### config.mk
export PLATFORM = sky130hd
export DESIGN_NAME = approx_mult_err_monitor
export DESIGN_NICKNAME = d
export VERILOG_FILES = /design/src/rtl/approx_mult_err_monitor_pkg.sv /design/src/rtl/approx_mult_err_monitor_seq_restoring_div.sv /design/src/rtl/approx_mult_err_monitor.sv
export SDC_FILE = /design/constraint.sdc
export NUM_CORES = 1
export LEC_CHECK = 0
export BUFFER_PORTS_ARGS = -buffer_cell sky130_fd_sc_hd__buf_2
export CELL_PAD_IN_SITES_DETAIL_PLACEMENT = 1
export CELL_PAD_IN_SITES_GLOBAL_PLACEMENT = 1
export CORE_UTILIZATION = 47
export CTS_CLUSTER_DIAMETER = 80
export DETAILED_ROUTE_END_ITERATION = 6
export GPL_TIMING_DRIVEN = 0
export PLACE_DENSITY = 0.85
export SETUP_SLACK_MARGIN = 0.2
export SLEW_MARGIN = 10
export SYNTH_ARGS = -nofsm -noshare
export SYNTH_HDL_FRONTEND = slang
export SYNTH_HIERARCHICAL = 1
export SYNTH_SLANG_ARGS = --single-unit
### constraint.sdc
create_clock -name clk -period 5.29 [get_ports clk]
set_clock_uncertainty 0.1 [all_clocks]
set_input_delay 0.2645 -clock clk [delete_from_list [all_inputs] [get_ports clk]]
set_output_delay 0.2645 -clock clk [all_outputs]
set_load 0.05 [all_outputs]
### src/rtl/approx_mult_err_monitor_pkg.sv
// Shared types and widths for the approximate-multiplier error monitor family.
package approx_mult_pkg;

    // Operand and product widths of the multiplier under test.
    localparam int OP_W      = 4;
    localparam int P_W       = 8;
    localparam int IDX_W     = 2 * OP_W;
    localparam int NUM_PAIRS = 1 << IDX_W;

    // Accumulator widths, sized so a full sweep cannot overflow.
    localparam int SUM_ABS_W      = 16;
    localparam int ERR_CNT_W      = IDX_W + 1;
    localparam int SUM_REL_INT_W  = 16;
    localparam int MEAN_REL_INT_W = SUM_REL_INT_W - IDX_W;

    typedef enum logic [2:0] {
        ST_IDLE,
        ST_APPLY,
        ST_SAMPLE,
        ST_DIVIDE,
        ST_ACCUM,
        ST_DONE
    } state_e;

    // Quotient width of |p - exact| / exact in Q8.frac_bits.
    function automatic int quot_width(input int frac_bits);
        return P_W + frac_bits;
    endfunction

endpackage

### src/rtl/approx_mult_err_monitor_seq_restoring_div.sv
// Sequential restoring divider: one quotient bit per cycle, quotient only.
// The first bit is produced on the start edge, so valid pulses DVD_W-1
// edges after start. DVD_W must be at least 2; divisor is never zero.
module seq_restoring_div #(
    parameter int DVD_W = 20,
    parameter int DVS_W = 8
) (
    input  logic             clk,
    input  logic             rst_n,
    input  logic             start,
    input  logic [DVD_W-1:0] dividend,
    input  logic [DVS_W-1:0] divisor,
    output logic             valid,
    output logic [DVD_W-1:0] quotient
);

    localparam int CNT_W = $clog2(DVD_W + 1);

    logic [DVS_W-1:0] rem_q, rem_d;
    logic [DVD_W-1:0] quo_q, quo_d;
    logic [DVS_W-1:0] dvs_q, dvs_d;
    logic [CNT_W-1:0] cnt_q, cnt_d;
    logic             run_q, run_d;
    logic             valid_q, valid_d;

    logic [DVS_W-1:0] rem_src;
    logic [DVD_W-1:0] quo_src;
    logic [DVS_W-1:0] dvs_src;
    logic [DVS_W:0]   trial;

    // One restoring step per cycle; the dividend shifts out as quotient bits shift in.
    always_comb begin
        // NOTE: every signal assigned here gets a default first, otherwise paths that skip it infer latches.
        rem_d   = rem_q;
        quo_d   = quo_q;
        dvs_d   = dvs_q;
        cnt_d   = cnt_q;
        run_d   = run_q;
        valid_d = 1'b0;
        rem_src = start ? '0 : rem_q;
        quo_src = start ? dividend : quo_q;
        dvs_src = start ? divisor : dvs_q;
        trial   = {rem_src, quo_src[DVD_W-1]};
        if (start || run_q) begin
            if (trial >= {1'b0, dvs_src}) begin
                rem_d = trial[DVS_W-1:0] - dvs_src;
                quo_d = {quo_src[DVD_W-2:0], 1'b1};
            end else begin
                rem_d = trial[DVS_W-1:0];
                quo_d = {quo_src[DVD_W-2:0], 1'b0};
            end
            dvs_d = dvs_src;
            if (start) begin
                cnt_d = CNT_W'(DVD_W - 1);
                run_d = 1'b1;
            end else begin
                cnt_d = cnt_q - 1'b1;
                if (cnt_q == CNT_W'(1)) begin
                    run_d   = 1'b0;
                    valid_d = 1'b1;
                end
            end
        end
    end

    // Divider state registers.
    always_ff @(posedge clk or negedge rst_n) begin
        // NOTE: sequential state uses non-blocking assignments so every flop samples pre-edge values.
        if (!rst_n) begin
            rem_q   <= '0;
            quo_q   <= '0;
            dvs_q   <= '0;
            cnt_q   <= '0;
            run_q   <= 1'b0;
            valid_q <= 1'b0;
        end else begin
            rem_q   <= rem_d;
            quo_q   <= quo_d;
            dvs_q   <= dvs_d;
            cnt_q   <= cnt_d;
            run_q   <= run_d;
            valid_q <= valid_d;
        end
    end

    assign valid    = valid_q;
    assign quotient = quo_q;

endmodule

### src/rtl/approx_mult_err_monitor.sv
// Sweeps all 4x4 operand pairs through an external approximate multiplier
// and accumulates absolute, maximum and fixed-point relative error.
module approx_mult_err_monitor
    import approx_mult_pkg::*;
#(
    parameter int FRAC_BITS     = 12,
    parameter int SETTLE_CYCLES = 1
) (
    input  logic                                clk,
    input  logic                                rst_n,
    input  logic                                start,
    output logic                                busy,
    output logic                                done,
    output logic [OP_W-1:0]                     mult_a,
    output logic [OP_W-1:0]                     mult_b,
    input  logic [P_W-1:0]                      mult_p,
    output logic [SUM_ABS_W-1:0]                sum_abs_err,
    output logic [P_W-1:0]                      max_abs_err,
    output logic [ERR_CNT_W-1:0]                err_count,
    output logic [SUM_REL_INT_W+FRAC_BITS-1:0]  sum_rel_err,
    output logic [MEAN_REL_INT_W+FRAC_BITS-1:0] mean_rel_err
);

    localparam int QW     = quot_width(FRAC_BITS);
    localparam int SREL_W = SUM_REL_INT_W + FRAC_BITS;
    localparam int MEAN_W = MEAN_REL_INT_W + FRAC_BITS;
    localparam int SET_W  = (SETTLE_CYCLES > 1) ? $clog2(SETTLE_CYCLES) : 1;

    state_e               state_q, state_d;
    logic [IDX_W-1:0]     idx_q, idx_d;
    logic [SET_W-1:0]     settle_q, settle_d;
    logic [P_W-1:0]       exact_q, exact_d;
    logic [P_W-1:0]       diff_q, diff_d;
    logic [QW-1:0]        quot_q, quot_d;
    logic                 div_issued_q, div_issued_d;
    logic                 busy_q, busy_d;
    logic                 done_q, done_d;
    logic [SUM_ABS_W-1:0] sum_abs_q, sum_abs_d;
    logic [P_W-1:0]       max_abs_q, max_abs_d;
    logic [ERR_CNT_W-1:0] err_cnt_q, err_cnt_d;
    logic [SREL_W-1:0]    sum_rel_q, sum_rel_d;
    logic [MEAN_W-1:0]    mean_q, mean_d;

    logic                 accept;
    logic                 div_start;
    logic                 div_valid;
    logic [QW-1:0]        div_quotient;
    logic [P_W-1:0]       exact_c;
    logic [P_W-1:0]       diff_c;

    // Operands come straight from the pair-index register.
    assign mult_a = idx_q[IDX_W-1:OP_W];
    assign mult_b = idx_q[OP_W-1:0];

    seq_restoring_div #(
        .DVD_W (QW),
        .DVS_W (P_W)
    ) u_div (
        .clk      (clk),
        .rst_n    (rst_n),
        .start    (div_start),
        .dividend ({diff_q, {FRAC_BITS{1'b0}}}),
        .divisor  (exact_q),
        .valid    (div_valid),
        .quotient (div_quotient)
    );

    // Sweep FSM, error datapath and result/status next-state logic.
    always_comb begin
        state_d      = state_q;
        idx_d        = idx_q;
        settle_d     = settle_q;
        exact_d      = exact_q;
        diff_d       = diff_q;
        quot_d       = quot_q;
        div_issued_d = div_issued_q;
        busy_d       = busy_q;
        done_d       = done_q;
        sum_abs_d    = sum_abs_q;
        max_abs_d    = max_abs_q;
        err_cnt_d    = err_cnt_q;
        sum_rel_d    = sum_rel_q;
        mean_d       = mean_q;
        div_start    = 1'b0;
        accept       = start && ((state_q == ST_IDLE) || (state_q == ST_DONE));
        exact_c      = P_W'(mult_a) * P_W'(mult_b);
        diff_c       = (mult_p >= exact_c) ? (mult_p - exact_c) : (exact_c - mult_p);

        case (state_q)
            ST_IDLE, ST_DONE: begin
                if (accept) begin
                    idx_d     = '0;
                    settle_d  = '0;
                    sum_abs_d = '0;
                    max_abs_d = '0;
                    err_cnt_d = '0;
                    sum_rel_d = '0;
                    state_d   = ST_APPLY;
                end
            end
            ST_APPLY: begin
                if (settle_q == SET_W'(SETTLE_CYCLES - 1)) begin
                    settle_d = '0;
                    state_d  = ST_SAMPLE;
                end else begin
                    settle_d = settle_q + 1'b1;
                end
            end
            ST_SAMPLE: begin
                exact_d = exact_c;
                diff_d  = diff_c;
                quot_d  = '0;
                // A zero exact product has no defined relative error, and a
                // zero difference needs no division.
                state_d = ((exact_c != '0) && (diff_c != '0)) ? ST_DIVIDE : ST_ACCUM;
            end
            ST_DIVIDE: begin
                div_start    = !div_issued_q;
                div_issued_d = 1'b1;
                if (div_valid) begin
                    quot_d       = div_quotient;
                    div_issued_d = 1'b0;
                    state_d      = ST_ACCUM;
                end
            end
            ST_ACCUM: begin
                sum_abs_d = sum_abs_q + SUM_ABS_W'(diff_q);
                if (diff_q > max_abs_q) begin
                    max_abs_d = diff_q;
                end
                if (diff_q != '0) begin
                    err_cnt_d = err_cnt_q + 1'b1;
                end
                sum_rel_d = sum_rel_q + SREL_W'(quot_q);
                if (idx_q == {IDX_W{1'b1}}) begin
                    state_d = ST_DONE;
                end else begin
                    idx_d   = idx_q + 1'b1;
                    state_d = ST_APPLY;
                end
            end
            default: state_d = ST_IDLE;
        endcase

        // The mean is registered from the final sum on the first DONE cycle;
        // done rises together with it so the host never sees a stale mean.
        if (accept) begin
            busy_d = 1'b1;
            done_d = 1'b0;
            mean_d = '0;
        end else if (state_q == ST_DONE) begin
            busy_d = 1'b0;
            done_d = 1'b1;
            mean_d = sum_rel_q[SREL_W-1:IDX_W];
        end
    end

    // State, datapath and result registers; reset aborts any sweep in progress.
    always_ff @(posedge clk or negedge rst_n) begin
        if (!rst_n) begin
            state_q      <= ST_IDLE;
            idx_q        <= '0;
            settle_q     <= '0;
            exact_q      <= '0;
            diff_q       <= '0;
            quot_q       <= '0;
            div_issued_q <= 1'b0;
            busy_q       <= 1'b0;
            done_q       <= 1'b0;
            sum_abs_q    <= '0;
            max_abs_q    <= '0;
            err_cnt_q    <= '0;
            sum_rel_q    <= '0;
            mean_q       <= '0;
        end else begin
            state_q      <= state_d;
            idx_q        <= idx_d;
            settle_q     <= settle_d;
            exact_q      <= exact_d;
            diff_q       <= diff_d;
            quot_q       <= quot_d;
            div_issued_q <= div_issued_d;
            busy_q       <= busy_d;
            done_q       <= done_d;
            sum_abs_q    <= sum_abs_d;
            max_abs_q    <= max_abs_d;
            err_cnt_q    <= err_cnt_d;
            sum_rel_q    <= sum_rel_d;
            mean_q       <= mean_d;
        end
    end

    assign busy         = busy_q;
    assign done         = done_q;
    assign sum_abs_err  = sum_abs_q;
    assign max_abs_err  = max_abs_q;
    assign err_count    = err_cnt_q;
    assign sum_rel_err  = sum_rel_q;
    assign mean_rel_err = mean_q;

endmodule
## Yosys cells after proc, flatten, opt, wreduce, memory -nomap -nowiden

Cells that the tools add are included.

- Word-level logic and storage cells: 112
- Output and inout port bits: 91
- Flip-flop bits (word level): 175
- Input port bits: 11

- Add/subtract/negate cells: 9
- Multiplexer cells: 43
- Reduce and logical (&&, ||, !) cells: 23
- Equal/unequal tests: 13
- Multiply operators: 1
- Order comparisons: 3

Operator list:

| operator | number |
|---|---|
| $mux 20 | 4 |
| $mux 8 | 7 |
| $pmux 28 s2 | 1 |
| $pmux 20 s2 | 1 |
| $pmux 16 s2 | 1 |
| $pmux 8 s2 | 2 |
| $add 28x20->28 | 1 |
| $mux 28 | 1 |
| $reduce_bool 8->1 | 3 |
| $sub 8x8->8 | 3 |
| $mux 9 | 2 |
| $pmux 9 s2 | 1 |
| $add 16x8->16 | 1 |
| $mux 16 | 1 |
| $mux 3 | 5 |
| $pmux 3 s5 | 1 |
| $mux 1 | 14 |
| $reduce_and 3->1 | 4 |
| $ne 2x2->1 const B | 5 |
| $reduce_bool 2->1 | 5 |
| $add 9x1->9 const B | 1 |
| $ge 9x8->1 | 1 |
| $add 8x1->8 const B | 1 |
| $eq 8x8->1 const B | 1 |
| other kinds (18) | 25 |

## Depth between registers and ports, before layout

- Word-level depth: 7
- Mapped depth: 21
- Gate-level depth less buffers: 21

## Hierarchy

Netlist, hierarchy kept.

By module, submodules not included:

| module | times used | area each (µm²) | cells each | sequential area each (µm²) |
|---|---|---|---|---|
| approx_mult_err_monitor | 1 | 7975.1 | 856 | 3278.1 |
| seq_restoring_div | 1 | 2411.1 | 232 | 1076.0 |

## Worst setup path after synthesis

No wires, ideal clock.

- Kind: reg2reg
- Start: register idx_q[3]
- End: register state_q[2]
- Setup slack: 366 ps
- Path buffers: 1
- Setup time: 86 ps
- Required time: 5104 ps
- Period minus slack after synthesis: 4924 ps
- Stages on the path, launching flop included: 20
- Arrival time: 4739 ps
- Cells stage by stage: dfrtp_1 nand2_1 fa_1 fa_1 inv_1 ha_1 a21o_1 a21oi_1 xnor2_1 inv_1 ha_1 buf_6 a211oi_1 o21bai_1 o21bai_4 mux2i_1 xor2_1 and4_1 nand4_1 a32oi_1

- Word-level cells in the longest chain between the ends: 7
- Elaborated cells between the ends (all ways): 12
- Classes of those cells: add/sub (2); mul (1); order compare (1); eq/ne (1); mux (4); reduce/logical (3)

Ends and longest elaborated chain:

| what | line | RTL |
|---|---|---|
| start: declaration | approx_mult_err_monitor.sv:30 | `logic [IDX_W-1:0] idx_q, idx_d;` |
| start signal: assignment | approx_mult_err_monitor.sv:177 | `idx_q <= idx_d;` |
| $mul 4x4->8 (*) | approx_mult_err_monitor.sv:86 | `exact_c = P_W'(mult_a) * P_W'(mult_b);` |
| net exact_c[5] | approx_mult_err_monitor.sv:48 | `logic [P_W-1:0] exact_c;` |
| $sub 8x8->8 / $ge 8x8->1 (equally long branches) | approx_mult_err_monitor.sv:87 | `diff_c = (mult_p >= exact_c) ? (mult_p - exact_c) : (exact_c - mult_p);` |
| $mux 8 | approx_mult_err_monitor.sv:87 |  |
| $reduce_bool 8->1 | approx_mult_err_monitor.sv:115 | `state_d = ((exact_c != '0) && (diff_c != '0)) ? ST_DIVIDE : ST_ACCUM;` |
| $logic_and 1x1->1 (*) | approx_mult_err_monitor.sv:115 |  |
| $mux 3 (*) | approx_mult_err_monitor.sv:115 |  |
| $pmux 3 s5 (*) | approx_mult_err_monitor.sv:89 | `case (state_q)` |
| end signal: assignment | approx_mult_err_monitor.sv:176 | `state_q <= state_d;` |
| end: declaration | approx_mult_err_monitor.sv:29 | `state_e state_q, state_d;` |

Mark *: on every way through the listed nets, which the timed path passes. The rest lies on a longest branch.
A chain may end at the register's enable or synchronous reset.

## Worst setup path after layout

- Start: register idx_q[1]
- End: register state_q[0]

The elaborated chain is that of the path after synthesis.

==> reports/results.txt <==
Outcome - completed
Leakage - 6.05 nW
Diodes inserted - 0
Worst hold slack - 0.0969 ns
GPL Wtd Cong - 0.812
Most area-hungry cell type in the Yosys netlist - dfrtp_1
Final setup viols - 0
Post-synthesis sequential area ratio - 41.9%
Worst path arrival time - 5.21 ns
Cell Area, Placed - 11300 um2
Slew @ Worst Pin - 0.770 ns
Synth unique cells - 78
Critical path peak fanout - 9
R2R cell count - 20
Overflow left after global routing - 0
Average size of a mapped cell - 9.55 um2
Worst setup path start - idx_q[1]$_DFFE_PN0P_
# Max-Cap Violations - 0
Hold depth - 4
Clk slew on worst S/H paths - 0.08 ns
Clk buf depth - 2
GRT Util Overall - 27.0%
Largest cells by area after synthesis - dfrtp_1 42%, ha_1 9.0%, nand2_1 5.8%
Final non-filler cell total - 1536
Layout Nets - 1338
Clock Tree Root - clkbuf_16
Final Hold Fails - 0
Synth Instances - 1088
Flop2flop setup slack - 0.29 ns
Routed Antenna Nets - 0
Worst VDD drop - 0.244 mV
1st-pass router iterations - 5
Syn Std Cell Area - 10400 um2
First-pass GRT wire length - 47700 um
Dpl cells - 1481
Synthesis Warnings - 6
Primary FF master, synth - dfrtp_1
FFs w/ async S/R, synth - 100%
Share of cells above drive strength 1 - 18.0%
Initial Util - 47.7%
Final core utilization - 56.2%
Avg WL per Cell - 20.7 um
Post-detail-place hpwl - 21400 um
Yosys top cell area share - 41.9%
CP required - 5.49 ns
CTS Buf Count - 17
Post-route cell area - 12200 um2
Hold EP - state_q[2]$_DFFE_PN0P_
RSZ-0062 raised after global routing - true
WL final - 31700 um
CP startpoint kind - register
H-tree Lvls - 4
Initial DRC count - 339
Critical path class - reg -> reg
Num ports - 102
Die footprint - 22700 um2
DIE WIDTH - 151 um
FILL cells - 2473
Slowest CP cell - fa_1
Clock latency on the worst-skew pair - 0.45 ns
Power per cell area - 529 nW/um2
Setup TNS - 0 ns
Antenna violations before repair - 0
Crit path cell chain - nand2_2, fa_1, fa_1, inv_1, ha_1, a21o_1, a21oi_4, xnor2_2, inv_1, ha_4, buf_6, a211oi_2, o21bai_1, o21bai_4, mux2i_1, xor2_1, buf_4, nand3_1, o211ai_1, o211ai_1
Port Buffer Count - 101
Post-synth EDFFs - 0
Slowest stage delay, CP - 0.61 ns
Total number of vias - 8998
Fmax - 200 MHz
Nature of the critical path endpoint - register
CTS tree - yes
FF-to-FF End - state_q[0]$_DFFE_PN0P_
Pin count of the biggest net entering global routing - 93
Worst slack, placed - -0.122 ns
Hold Crit Start - start
FF-to-FF Start - idx_q[1]$_DFFE_PN0P_
Fin. max-slew vios - 0
Clock sink total - 174
Number of global-route vias before repair - 9384
Core area - 21800 um2
Final period util - 94.6%
Yosys reg bits - 174
Vias per cell - 5.86
Most frequent cell after synthesis - dfrtp_1
Rows - 54
DRC Markers - 0
Commonest cells in the synthesized netlist - 174 x dfrtp_1, 161 x nand2_1, 103 x o21ai_0
Total power after layout - 6.47 mW
Area grow syn2layout - 17.7%
Min cycle time layout - 5.00 ns
Die height - 151 um
Rel. slew slack - 48.6%
Worst Hold Class - in -> reg
Slack of the critical path - 0.287 ns
==> how the worst max path moves through the flow <==
stage                              to  slack, ns  cells past startpoint
3_5_place_dp   state_q[2]$_DFFE_PN0P_      -0.12                     19
2_1_floorplan  state_q[2]$_DFFE_PN0P_       0.37                     19
3_3_place_gp   state_q[2]$_DFFE_PN0P_     -0.005                     19
5_1_grt        state_q[0]$_DFFE_PN0P_       0.05                     20
6_report       state_q[0]$_DFFE_PN0P_       0.29                     20
4_1_cts        state_q[0]$_DFFE_PN0P_       0.21                     19
==> logic make-up after synthesis <==
| group | after synthesis | share of synthesized area [%] |
|---|---|---|
| simple gates | 344 | 16.0 |
| compound gates | 276 | 17.5 |
| flops | 174 | 41.9 |
| buf+inv | 106 | 4.25 |
| fa+ha+maj | 84 | 10.8 |
| xor+xnor | 52 | 4.46 |
| mux | 51 | 5.02 |
| other cells | 1 | 0.0361 |
==> registers in the layout, indices dropped and copies added, names as in the netlist, 3 cells and up <==
register / cells
quot_q: 20
idx_q: 8
sum_abs_err: 16
u_div/dvs_q: 8
diff_q: 8
mean_rel_err: 20
err_count: 9
u_div/rem_q: 8
max_abs_err: 8
u_div/quotient: 20
sum_rel_err: 28
exact_q: 8
state_q: 3
u_div/cnt_q: 5
==> power by group <==
group,internal (mW),switching [mW],leakage [nW],total [mW]
combinational,1.04,1.98,3.46,3.01
clock,0.768,0.596,0.297,1.36
sequential,1.69,0.403,2.30,2.09
total,3.49,2.98,6.05,6.47
==> what timing repair did <==
item,4_1_cts,5_1_grt
endpoints found under the setup margin,4,3
setup buffers,7,15
gates resized for setup,11,13
pin swaps,5,20
hold endpoints to repair,82,0
cloned,0,0
hold buffers,1,0
==> final cells by class <==
cell class / count / area [um2] / area share (%)
Buffer: 46 / 216 / 1.77
Clock buffer: 19 / 443 / 3.62
Clock inverter: 13 / 174 / 1.42
Inverter: 60 / 225 / 1.84
Multi-Input combinational cell: 819 / 5740 / 46.9
Sequential cell: 174 / 4360 / 35.7
Tap cell: 280 / 350 / 2.87
Timing Repair Buffer: 125 / 718 / 5.87
==> per-layer routing <==
layer | track usage, % | vias to the layer above | wire length [um]
li1 | - | 4137 | -
met1 | 33.4 | 4557 | 13600
met2 | 47.2 | 233 | 15600
met3 | 4.09 | 71 | 1250
met4 | 10.4 | 0 | 1220
met5 | 0 | - | 0
==> placed cells by master (no fill, tap or decap), types with 17 or more instances in the layout <==
cell,count
buf_2,108
a22o_1,21
clkbuf_1,32
xnor2_1,27
clkbuf_16,17
ha_1,72
nand3_1,40
inv_1,59
a21o_1,20
mux2i_1,41
dfrtp_1,168
nand2_1,158
nor2b_1,17
xor2_1,20
o21ai_0,102
nor2_1,39
a21oi_1,33
buf_4,25
==> critical path: cells and delay by family, from the launching register on <==
family          cells  cell delay, ns
compound gates      7            1.37
fa+ha+maj           4            1.67
flops               1            0.44
xor+xnor            2            0.36
simple gates        2            0.19
buf+inv             4            0.46
mux                 1            0.26
Power figures use the tool's default switching activity.
